<file path="src/rtl/image_sram_loader_pkg.sv">
// Shared types and constants for the image SRAM loader.
// Optional row parity output: LDR_ROW_PARITY_EN.
package img_ldr_pkg;

  typedef enum logic [2:0] {
    IDLE,
    HDR,
    ROW,
    WAIT_NEXT,
    TERM
  } ldr_state_e;

  localparam logic [15:0] TERM_WORD = 16'h00FF;
  localparam logic [4:0]  DIM_10    = 5'd10;
  localparam logic [4:0]  DIM_12    = 5'd12;
  localparam logic [4:0]  DIM_16    = 5'd16;

  function automatic logic dim_legal(input logic [4:0] d);
    return (d == DIM_10) || (d == DIM_12) || (d == DIM_16);
  endfunction

endpackage

</file>
<file path="src/rtl/image_sram_loader_if.sv">
// Pixel stream handshake and SRAM write port of the loader.
// master = loader side, slave = pixel source / SRAM side.
interface image_sram_loader_if #(
  parameter int ADDR_W = 12,
  parameter int DATA_W = 16
);
  logic              pix_valid;
  logic              pix_data;
  logic              pix_ready;
  logic [ADDR_W-1:0] ldr_sram_write_address;
  logic [DATA_W-1:0] ldr_sram_write_data;
  logic              ldr_sram_write_enable;

  modport master (
    input  pix_valid,
    input  pix_data,
    output pix_ready,
    output ldr_sram_write_address,
    output ldr_sram_write_data,
    output ldr_sram_write_enable
  );

  modport slave (
    output pix_valid,
    output pix_data,
    input  pix_ready,
    input  ldr_sram_write_address,
    input  ldr_sram_write_data,
    input  ldr_sram_write_enable
  );
endinterface

</file>
<file path="src/rtl/image_sram_loader_row_packer.sv">
// Packs a bit-serial row into one word, bit k of the row in word bit k.
// full is high for the single cycle in which the completed word is written.
module row_packer #(
  parameter int DATA_W = 16
) (
  input  logic              clk,
  input  logic              reset_b,
  input  logic              en,
  input  logic [4:0]        dim,
  input  logic              pix_valid,
  input  logic              pix_data,
  output logic              pix_ready,
  output logic [DATA_W-1:0] word_nxt,
  output logic              last_bit,
  output logic              full
);
  logic [DATA_W-1:0] shift_q, shift_d;
  logic [4:0]        col_q, col_d;
  logic              full_q, full_d;
  logic              xfer;

  assign full      = full_q;
  assign pix_ready = en & ~full_q;
  assign xfer      = pix_ready & pix_valid;
  assign last_bit  = xfer & (col_q == 5'(dim - 5'd1));
  assign word_nxt  = shift_q | (DATA_W'(pix_data) << col_q);

  always_comb begin
    shift_d = shift_q;
    col_d   = col_q;
    full_d  = 1'b0;
    if (!en) begin
      shift_d = '0;
      col_d   = '0;
    end else if (last_bit) begin
      // the word leaves via word_nxt, so the register restarts empty
      shift_d = '0;
      col_d   = '0;
      full_d  = 1'b1;
    end else if (xfer) begin
      shift_d = word_nxt;
      col_d   = col_q + 5'd1;
    end
  end

  always_ff @(posedge clk) begin
    if (reset_b) begin
      shift_q <= '0;
      col_q   <= '0;
      full_q  <= 1'b0;
    end else begin
      shift_q <= shift_d;
      col_q   <= col_d;
      full_q  <= full_d;
    end
  end
endmodule

</file>
<file path="src/rtl/image_sram_loader.sv">
// Writes image records (header, N row words) and a terminator into SRAM.
// Optional ldr_parity output (XOR of rows) under LDR_ROW_PARITY_EN.
module image_sram_loader
  import img_ldr_pkg::*;
#(
  parameter int ADDR_W    = 12,
  parameter int DATA_W    = 16,
  parameter int BASE_ADDR = 0
) (
  input  logic              clk,
  input  logic              reset_b,
  input  logic              ldr_start,
  input  logic [4:0]        ldr_dim,
  input  logic              ldr_last,
  image_sram_loader_if.master bus,
`ifdef LDR_ROW_PARITY_EN
  output logic [DATA_W-1:0] ldr_parity,
`endif
  output logic              ldr_busy,
  output logic              ldr_done,
  output logic              ldr_err
);
  localparam logic [ADDR_W-1:0] BASE = ADDR_W'(BASE_ADDR);

  ldr_state_e        state_q, state_d;
  logic [ADDR_W-1:0] addr_q, addr_d;
  logic [DATA_W-1:0] wdata_q, wdata_d;
  logic              we_q, we_d;
  logic [4:0]        dim_q, dim_d;
  logic              last_q, last_d;
  logic [4:0]        row_q, row_d;
  logic              busy_q, busy_d;
  logic              done_q, done_d;
  logic              err_q, err_d;
`ifdef LDR_ROW_PARITY_EN
  logic [DATA_W-1:0] acc_q, acc_d;
  logic [DATA_W-1:0] par_q, par_d;
`endif

  logic              pk_en;
  logic [DATA_W-1:0] word_nxt;
  logic              last_bit;
  logic              full;
  logic              last_row;

  assign pk_en    = (state_q == ROW);
  assign last_row = (row_q == 5'(dim_q - 5'd1));

  row_packer #(
    .DATA_W (DATA_W)
  ) u_packer (
    .clk       (clk),
    .reset_b   (reset_b),
    .en        (pk_en),
    .dim       (dim_q),
    .pix_valid (bus.pix_valid),
    .pix_data  (bus.pix_data),
    .pix_ready (bus.pix_ready),
    .word_nxt  (word_nxt),
    .last_bit  (last_bit),
    .full      (full)
  );

  always_comb begin
    state_d = state_q;
    addr_d  = we_q ? addr_q + 1'b1 : addr_q;
    wdata_d = wdata_q;
    we_d    = 1'b0;
    dim_d   = dim_q;
    last_d  = last_q;
    row_d   = row_q;
    busy_d  = busy_q;
    done_d  = 1'b0;
    err_d   = err_q;
`ifdef LDR_ROW_PARITY_EN
    acc_d   = acc_q;
    par_d   = par_q;
`endif
    unique case (state_q)
      IDLE, WAIT_NEXT: begin
        if (ldr_start) begin
          if (dim_legal(ldr_dim)) begin
            state_d = HDR;
            we_d    = 1'b1;
            wdata_d = DATA_W'(ldr_dim);
            dim_d   = ldr_dim;
            last_d  = ldr_last;
            row_d   = '0;
            busy_d  = 1'b1;
`ifdef LDR_ROW_PARITY_EN
            acc_d   = '0;
`endif
          end else begin
            err_d = 1'b1;
          end
        end
      end
      HDR: state_d = ROW;
      ROW: begin
        if (last_bit) begin
          we_d    = 1'b1;
          wdata_d = word_nxt;
`ifdef LDR_ROW_PARITY_EN
          acc_d = acc_q ^ word_nxt;
          if (last_row) begin
            par_d = acc_q ^ word_nxt;
            acc_d = '0;
          end
`endif
        end
        // full marks the cycle the row word is on the bus
        if (full) begin
          if (last_row) begin
            row_d = '0;
            if (last_q) begin
              state_d = TERM;
              we_d    = 1'b1;
              wdata_d = DATA_W'(TERM_WORD);
            end else begin
              state_d = WAIT_NEXT;
            end
          end else begin
            row_d = row_q + 5'd1;
          end
        end
      end
      TERM: begin
        state_d = IDLE;
        addr_d  = BASE;
        done_d  = 1'b1;
        busy_d  = 1'b0;
      end
      default: state_d = IDLE;
    endcase
  end

  always_ff @(posedge clk) begin
    if (reset_b) begin
      state_q <= IDLE;
      addr_q  <= BASE;
      wdata_q <= '0;
      we_q    <= 1'b0;
      dim_q   <= '0;
      last_q  <= 1'b0;
      row_q   <= '0;
      busy_q  <= 1'b0;
      done_q  <= 1'b0;
      err_q   <= 1'b0;
`ifdef LDR_ROW_PARITY_EN
      acc_q   <= '0;
      par_q   <= '0;
`endif
    end else begin
      state_q <= state_d;
      addr_q  <= addr_d;
      wdata_q <= wdata_d;
      we_q    <= we_d;
      dim_q   <= dim_d;
      last_q  <= last_d;
      row_q   <= row_d;
      busy_q  <= busy_d;
      done_q  <= done_d;
      err_q   <= err_d;
`ifdef LDR_ROW_PARITY_EN
      acc_q   <= acc_d;
      par_q   <= par_d;
`endif
    end
  end

  assign bus.ldr_sram_write_address = addr_q;
  assign bus.ldr_sram_write_data    = wdata_q;
  assign bus.ldr_sram_write_enable  = we_q;
  assign ldr_busy = busy_q;
  assign ldr_done = done_q;
  assign ldr_err  = err_q;
`ifdef LDR_ROW_PARITY_EN
  assign ldr_parity = par_q;
`endif
endmodule

</file>
<file path="src/flat_wrapper.sv">
// flat-port wrapper written by rule: the top's interface ports become plain ports
module image_sram_loader_flat import img_ldr_pkg::*;
#(
  parameter int ADDR_W    = 12,
  parameter int DATA_W    = 16,
  parameter int BASE_ADDR = 0
)
  (clk, reset_b, ldr_start, ldr_dim, ldr_last, ldr_busy, ldr_done, ldr_err, bus_pix_valid, bus_pix_data, bus_pix_ready, bus_ldr_sram_write_address, bus_ldr_sram_write_data, bus_ldr_sram_write_enable);
  image_sram_loader_if #(.ADDR_W(ADDR_W), .DATA_W(DATA_W)) bus_i ();
  input  logic clk;
  input  logic reset_b;
  input  logic ldr_start;
  input  logic [4:0] ldr_dim;
  input  logic ldr_last;
  output logic ldr_busy;
  output logic ldr_done;
  output logic ldr_err;
  input wire logic [$bits(bus_i.pix_valid)-1:0] bus_pix_valid;
  input wire logic [$bits(bus_i.pix_data)-1:0] bus_pix_data;
  output wire logic [$bits(bus_i.pix_ready)-1:0] bus_pix_ready;
  output wire logic [$bits(bus_i.ldr_sram_write_address)-1:0] bus_ldr_sram_write_address;
  output wire logic [$bits(bus_i.ldr_sram_write_data)-1:0] bus_ldr_sram_write_data;
  output wire logic [$bits(bus_i.ldr_sram_write_enable)-1:0] bus_ldr_sram_write_enable;
  assign bus_i.pix_valid = bus_pix_valid;
  assign bus_i.pix_data = bus_pix_data;
  assign bus_pix_ready = bus_i.pix_ready;
  assign bus_ldr_sram_write_address = bus_i.ldr_sram_write_address;
  assign bus_ldr_sram_write_data = bus_i.ldr_sram_write_data;
  assign bus_ldr_sram_write_enable = bus_i.ldr_sram_write_enable;
  image_sram_loader #(.ADDR_W(ADDR_W), .DATA_W(DATA_W), .BASE_ADDR(BASE_ADDR)) u_core (.clk(clk), .reset_b(reset_b), .ldr_start(ldr_start), .ldr_dim(ldr_dim), .ldr_last(ldr_last), .bus(bus_i), .ldr_busy(ldr_busy), .ldr_done(ldr_done), .ldr_err(ldr_err));
endmodule
</file>
<file path="config.mk">
export PLATFORM = sky130hd
export DESIGN_NAME = image_sram_loader_flat
export DESIGN_NICKNAME = d
export VERILOG_FILES = /design/src/rtl/image_sram_loader_pkg.sv /design/src/rtl/image_sram_loader_if.sv /design/src/rtl/image_sram_loader_row_packer.sv /design/src/rtl/image_sram_loader.sv /design/src/flat_wrapper.sv
export SDC_FILE = /design/constraint.sdc
export NUM_CORES = 1
export LEC_CHECK = 0
export ABC_CLOCK_PERIOD_IN_PS = 5100
export CORE_MARGIN = 2
export CORE_UTILIZATION = 55
export DETAILED_ROUTE_END_ITERATION = 16
export PLACE_DENSITY = 0.9
export SLEW_MARGIN = 20
export SYNTH_ARGS = -nofsm -noshare
export SYNTH_HDL_FRONTEND = slang
export SYNTH_SLANG_ARGS = --single-unit
</file>
<file path="constraint.sdc">
create_clock -name clk -period 5.1 [get_ports clk]
set_input_delay 1.275 -clock clk [delete_from_list [all_inputs] [get_ports clk]]
set_output_delay 1.275 -clock clk [all_outputs]
set_load 0.02 [all_outputs]
</file>
== Word level (Yosys, flattened, before mapping) ==
Index checks and enable logic that the tools add are counted.
Word-level totals
  word-level logic and storage cells: 82
  register bits: 68
Operators by class
  equal/unequal tests: 13
  add/subtract/negate cells: 4
  mux-type cells: 29
  reductions and logical operators: 15
  bitwise gates (word level): 7
  shift-type cells: 1
Operator list (number)
  two-way mux 16 bit: 6
  case mux 16 bit (2 select lines): 1
  two-way mux 5 bit: 4
  bitwise OR 16 bit: 1
  left shift 1 x 5 -> 16 bit: 1
  two-way mux 3 bit: 5
  adder 12 x 1 -> 12 bit, second input constant: 1
  AND reduction 3 bit: 4
  adder 5 x 1 -> 5 bit, second input constant: 2
  equality test 5 x 4 -> 1 bit, second input constant: 2
  equality test 5 bit: 2
  case mux 5 bit (2 select lines): 1
  two-way mux 1 bit: 9
  case mux 3 bit (3 select lines): 1
  AND reduction 4 bit: 2
  equality test 3 x 2 -> 1 bit, second input constant: 2
  inequality test 2 x 1 -> 1 bit, second input constant: 3
  OR reduction 2 bit: 3
  equality test 5 bit, second input constant: 1
  subtractor 5 x 1 -> 5 bit, second input constant: 1
  case mux 1 bit (2 select lines): 2
  nonzero test 2 bit: 2
  AND 1 bit: 3
  equality test 3 x 1 -> 1 bit, second input constant: 1
  6 further kinds: 9

== Longest topological paths before layout ==
Gate-level depths: netlist of run 1.
  depth after elaboration: 9
  gate-level depth with buffers: 9
  mapped depth without buffers: 7

== Cells and area by module ==
A second synthesis of run 1 with hierarchy kept.
Unflattened totals
  cell total of the unflattened synthesis: 393
  area total of the unflattened synthesis: 3348.2 um^2
By module, submodules not included
  image_sram_loader: cells each 263, area an instance 2239.6 um^2, instances 1, seq. area each 920.9 um^2
  row_packer: cells each 130, area an instance 1108.6 um^2, instances 1, seq. area each 440.4 um^2

== Least setup slack after synthesis of run 1 ==
OpenSTA, ideal clock, no wires.
  kind: register to output
  from: register u_core.state_q[0]
  to: output bus_pix_ready
  slack: 2.292 ns
  arrival: 1.533 ns
  buffers on the path: 3
  cell stages (with the launch flop): 6
  cell sequence: dfxtp_1 > buf_2 > or3b_2 > clkbuf_1 > clkbuf_1 > nor2_1
On the way
  cells in the longest elaborated chain, start to end: 2
Ends and longest elaborated chain
  from (decl): line image_sram_loader.sv:25  | ldr_state_e state_q, state_d;
  from (signal assigned): line image_sram_loader.sv:154  | state_q <= state_d;
  equality test 3 x 2 -> 1 bit: line image_sram_loader.sv:46  | assign pk_en = (state_q == ROW);
  AND 1 bit: line image_sram_loader_row_packer.sv:23  | assign pix_ready = en & ~full_q;
  to (decl): line flat_wrapper.sv:20  | output wire logic [$bits(bus_i.pix_ready)-1:0] bus_pix_ready;
No other way between the ends.

== Worst setup path after layout of run 1 ==
  from: register u_core.state_q[1]
  to: output bus_pix_ready
Same word-level chain as after synthesis.

==> metrics.cfg, run 1 <==
[outcome]
status=completed

[timing]
period_share_pct=69.71
fin_setup_tns_ps=0
hold_viol=0
setup_violations=0
rsz0062_at_grt=no
skew_ps=3.263
finalCriticalPeriod_ps=3555
fin_ws_ps=1545
slew_headroom_pct=44.02
fmax_mhz=281.3
final_max_slew_viol_count=0
tightest_slew_ps=828.0

[power]
powerDensity_nw_per_um2=369.4
switching_share_pct=31.35
p_leak_nw=1.374
seqPwrFrac_pct=40.7
clockPowerShare_pct=33.0
combPwrFrac_pct=26.3
peakVddDrop_v=0.0002183
switchingPower_mw=0.4561
internal-power_mw=0.9988

[synthesis]
synth_top_area_cell=dfxtp_1
synth_area_leaders=dfxtp_1, a21oi_1, nor2_1
synth_nets=400
yosys_most_used_dff=dfxtp_1
yosysUniqueCellTypes=52
synth-seq-area-share_pct=40.96
netlist_instances=385
yosys-top-cells-count=dfxtp_1, nor2_1, a21oi_1, nand2_1, xor2_1
synth_edf_count=0
avgSynthCellArea_sq_um=8.632
yosysTopAreaCellShare_pct=40.96
yosys_warnings=0
ys_async_sr_fraction_pct=0
synthMostInstantiatedCell=dfxtp_1
synth_area_sq_um=3323
synth.ff_latch_count=68

[drt]
drcViolationCount=0
drt_wl_total_um=7874
vias_per_cell=6.087
vias=3001
drt_iter0_drc=182
dr.pass1.iters=4
ant_nets=0
wire_per_inst_um=15.97

[clock_network]
clkLatencyLatePin_ps=350
cts_tree=done
path_clk_slew_ps=70
hold_buffers=0
cts_resized=0
htreeDepth=3
cts_root_buf=clkbuf_8
cts.sinks=68
clockBufferDepth=2
cts_made_buffers=9
post_cts_buffers=0

[floorplan]
core_sq_um=5886
ios=44
dieArea_sq_um=6680
die_y_um=81.73
initial_core_util_pct=56.46
num_rows=28
die_x_um=81.73

[global_routing]
grt_max_degree=40
grt_use_total_pct=24.59
grt_overflow=0
grt_pass1_wl_um=12610
antenna_found_initial=0
first_global_vias=2757

[cells_and_area]
drive_gt1_share_pct=5.502
syn_to_final_growth_pct=18.52
final_util_pct=66.92
nets=430
n_antenna_cell=0

[critical_path]
startpoint_type=flip-flop
endpoint_kind=output pin
crit_path_max_fanout=15
cp_data_arrival_time_ps=2280
required_ps=3830
worstSetupPathType=flip-flop to output pin

[placed_design]
dp_worst_setup_slack_ps=1397
io_buffers=43
gp_congestion=0.9399
place_hpwl_um=5236

[worst_hold_path]
min_path_type=flip-flop to flip-flop

[run]
cap_violations=0

-- layer usage --
| metal | global-route usage [%] | vias up | routed length [um] |
|---|---|---|---|
| met1 | 29.86 | 1440 | 3487 |
| met4 | 11.50 | 0 | 135 |
| li1 | - | 1454 | - |
| met3 | 5.714 | 15 | 480 |
| met2 | 41.14 | 92 | 3771 |
| met5 | 0 | - | 0 |
-- sequential cells by signal (all words and copies together), names as in the netlist, 3 cells and up --
signal / count
u_core.state_q: 3
u_core.bus.ldr_sram_write_address: 12
u_core.u_packer.col_q: 5
u_core.dim_q: 5
u_core.bus.ldr_sram_write_data: 16
u_core.row_q: 5
u_core.u_packer.shift_q: 16
-- power by group through the flow --
stage	sequential [mW]	clock [mW]	combinational, mW
floorplan	0.605	0	0.278
global placement	0.601	0	0.367
detailed placement	0.603	0	0.376
CTS	0.591	0.486	0.380
global route	0.595	0.502	0.417
finish	0.592	0.480	0.383
-- metrics by stage --
step           instance area, sq um  cells  total power [mW]  hold WS (ps)
2_1_floorplan                  3323    385            0.8831         431.8
3_3_place_gp                   3734    479            0.9676         440.7
3_5_place_dp                   3734    479            0.9792         455.6
4_1_cts                        3939    493             1.457         471.2
5_1_grt                        3939    493             1.514         482.6
6_report                       3939    493             1.455         469.8
-- worst paths after layout --
check / slack (ps) / startpoint / end / cells past startpoint
max: 1540 / u_core.state_q[1] / bus_pix_ready / 3
min: 470 / u_core.ldr_err / u_core.ldr_err / 2
max reg2reg: 2380 / u_core.dim_q[0] / u_core.u_packer.col_q[0] / 7
min reg2reg: 470 / u_core.ldr_err / u_core.ldr_err / 2
-- critical path: stages (launching register included) --
cell and delay [ps]:
dfxtp_1 480, or3b_2 660, nor2_1 160, clkdlybuf4s50_1 620
-- cells in the final DEF, fill, tap and decap left out, drive strengths merged, types with 7 or more instances in the layout --
master / n
nor4: 8
a31oi: 8
clkdlybuf4s50: 43
nor2: 52
a21oi: 43
nor3: 7
a211oi: 8
xnor2: 9
inv: 7
nand2: 23
nand3: 7
dfxtp: 68
o21ai: 10
xor2: 21
clkbuf: 12
-- kinds of logic after synthesis --
kind of cell | Yosys count | share of synthesized area, %
simple gates | 142 | 23.00
compound gates | 103 | 20.22
flops | 68 | 40.96
buf+inv | 35 | 5.121
xor+xnor | 31 | 8.585
fa+ha+maj | 4 | 1.506
mux | 2 | 0.6024
-- layout make-up --
class | count | area [sq um]
fillers | 478 | 1947
well taps | 75 | 93.84
inverters | 7 | 26.28
multi-input cells | 282 | 1792
clock inverters | 2 | 60.06
repair buffers | 47 | 460.4
flip-flops and latches | 68 | 1361
clock buffers | 12 | 145.1
(Power assumes the default switching activity.)
==> inputs of run 2 (changes only) <==
--- a/config.mk
+++ b/config.mk
@@ -5,11 +5,11 @@
 export SDC_FILE = /design/constraint.sdc
 export NUM_CORES = 1
 export LEC_CHECK = 0
-export ABC_CLOCK_PERIOD_IN_PS = 5100
+export ABC_CLOCK_PERIOD_IN_PS = 3200
 export CORE_MARGIN = 2
-export CORE_UTILIZATION = 55
+export CORE_UTILIZATION = 50
 export DETAILED_ROUTE_END_ITERATION = 16
-export PLACE_DENSITY = 0.9
+export PLACE_DENSITY = 0.86
 export SLEW_MARGIN = 20
 export SYNTH_ARGS = -nofsm -noshare
 export SYNTH_HDL_FRONTEND = slang
==> constraint.sdc (replaced) <==
create_clock -name clk -period 3.2 [get_ports clk]
set_input_delay 0.8 -clock clk [delete_from_list [all_inputs] [get_ports clk]]
set_output_delay 0.8 -clock clk [all_outputs]
set_load 0.02 [all_outputs]
==> metrics.cfg, run 2 (same netlist as run 1, synthesis figures left out) <==
[outcome]
status=completed

[power]
internal-power_mw=1.497  ; +50%
switchingPower_mw=0.7532  ; +65%
peakVddDrop_v=0.0003877  ; +78%
combPwrFrac_pct=28.4  ; +2.1 points
clockPowerShare_pct=29.7  ; -3.3 points
powerDensity_nw_per_um2=563.6  ; +53%
p_leak_nw=1.408  ; +2.5%
seqPwrFrac_pct=41.9  ; +1.2 points
switching_share_pct=33.47  ; +2.1 points

[drt]
drcViolationCount=0  ; unchanged
vias_per_cell=6.006  ; -1.3%
ant_nets=0  ; unchanged
dr.pass1.iters=4  ; unchanged
drt_wl_total_um=8070  ; +2.5%
drt_iter0_drc=177  ; -2.7%
wire_per_inst_um=15.95  ; -0.14%
vias=3039  ; +1.3%

[cells_and_area]
layout_commonest_cell=dfxtp_1
nets=439  ; +2.1%
syn_to_final_growth_pct=20.14
seq_area_sq_um=1361  ; unchanged
drive_gt1_share_pct=8.159  ; +2.7 points
multi_input_comb_area_sq_um=1792  ; unchanged
nFillCells=536  ; +12%
final_cell_mix=dfxtp_1, nor2_1, a21oi_1, clkdlybuf4s50_1, nand2_1
n_antenna_cell=0  ; unchanged

[placed_design]
gp_congestion=0.8874  ; -5.6%
io_buffers=43  ; unchanged
place_hpwl_um=5691  ; +8.7%

[clock_network]
clkLatencyLatePin_ps=360  ; about the same
cts_root_buf=clkbuf_8
hold_buffers=0  ; unchanged
path_clk_slew_ps=70  ; about the same
htreeDepth=3  ; unchanged
cts_tree=done
clockBufferDepth=2  ; unchanged
cts_made_buffers=9  ; unchanged
cts.sinks=68  ; unchanged
cts_resized=0  ; unchanged
post_cts_buffers=0  ; unchanged

[global_routing]
grt_pass1_wl_um=13340  ; +5.9%
grt_use_total_pct=22.83  ; -1.8 points
first_global_vias=2824  ; +2.4%
grt_overflow=0  ; unchanged
grt_max_degree=26  ; -35%
antenna_found_initial=0  ; unchanged

[floorplan]
ios=44  ; unchanged
initial_core_util_pct=52.04  ; -4.4 points
num_rows=29  ; +3.6%
dieArea_sq_um=7315  ; +9.5%
die_y_um=85.53  ; +4.6%
core_sq_um=6386  ; +8.5%
die_x_um=85.53  ; +4.6%

[critical_path]
required_ps=2400  ; -1430 ps
worstSetupPathType=flip-flop to output pin
endpoint_kind=output pin
cp_data_arrival_time_ps=2140  ; -140 ps
startpoint_type=flip-flop
crit_path_max_fanout=9  ; -6

[timing]
period_share_pct=91.99
hold_viol=0  ; unchanged
hold_ws_ps=464.1  ; -5.734 ps
tightest_slew_ps=616.3  ; -211.7 ps
slew_headroom_pct=58.91  ; +15 points
final_max_slew_viol_count=0  ; unchanged
fin_setup_tns_ps=0  ; unchanged
skew_ps=9.385  ; +6.122 ps
finalCriticalPeriod_ps=2944
setup_violations=0  ; unchanged
rsz0062_at_grt=no
fmax_mhz=339.7

[worst_hold_path]
min_path_type=flip-flop to flip-flop

[run]
cap_violations=0  ; unchanged

-- run 2: worst paths after layout --
check                                                           to  cells after the start              start  slack, ps
worst max-delay path                                 bus_pix_ready                      3  u_core.state_q[1]        260
worst min-delay path                                u_core.ldr_err                      2     u_core.ldr_err        460
worst max register to register  u_core.bus.ldr_sram_write_data[13]                      7    u_core.dim_q[0]        630
worst min register to register                      u_core.ldr_err                      2     u_core.ldr_err        460
-- run 2: layer usage --
layer	GRT usage, %	share of wire [%]	up-vias
li1	-	-	1466
met5	0	0	-
met4	11.11	2.4	0
met2	38.28	49	114
met3	3.754	5.9	18
met1	28.55	43	1441
-- run 2: power by group through the flow --
stage	Clock, mW	Sequential, mW	Combinational, mW
floorplan	0	0.964	0.443
finish	0.669	0.942	0.639
CTS	0.679	0.941	0.632
global route	0.711	0.946	0.696
global placement	0	0.959	0.608
detailed placement	0	0.961	0.629
-- run 2: layout make-up --
type,count,area share (%)
Clock inverter,3,0.5014
Tap cell,77,2.413
Sequential cell,68,34.10
Inverter,7,0.6581
Timing Repair Buffer,56,13.22
Multi-Input combinational cell,282,44.88
Clock buffer,13,4.231
-- run 2: stage by stage --
| step | cell area (sq um) | util [%] | setup slack, ps | std cells | power (mW) |
|---|---|---|---|---|---|
| detailed placement | 3804 | 59.56 | 145.5 | 490 | 1.590 |
| CTS | 3993 | 62.52 | 275.6 | 506 | 2.252 |
| finish | 3993 | 62.52 | 256.2 | 506 | 2.250 |
| global placement | 3804 | 59.56 | 246.1 | 490 | 1.567 |
| global route | 3993 | 62.52 | 181.8 | 506 | 2.354 |
| floorplan | 3323 | - | 866.7 | 385 | 1.407 |
-- run 2: worst max-delay path: stages (launching register included) --
cell and delay (ps):
dfxtp_1 480, or3b_2 500, nor2_1 170, clkdlybuf4s50_1 630
==> inputs of run 3 (changes only) <==
--- a/config.mk
+++ b/config.mk
@@ -5,7 +5,6 @@
 export SDC_FILE = /design/constraint.sdc
 export NUM_CORES = 1
 export LEC_CHECK = 0
-export ABC_CLOCK_PERIOD_IN_PS = 3200
 export CORE_MARGIN = 2
 export CORE_UTILIZATION = 50
 export DETAILED_ROUTE_END_ITERATION = 16
==> results of run 3 <==
Final layout, timing and power as in run 2 (identical DEF).
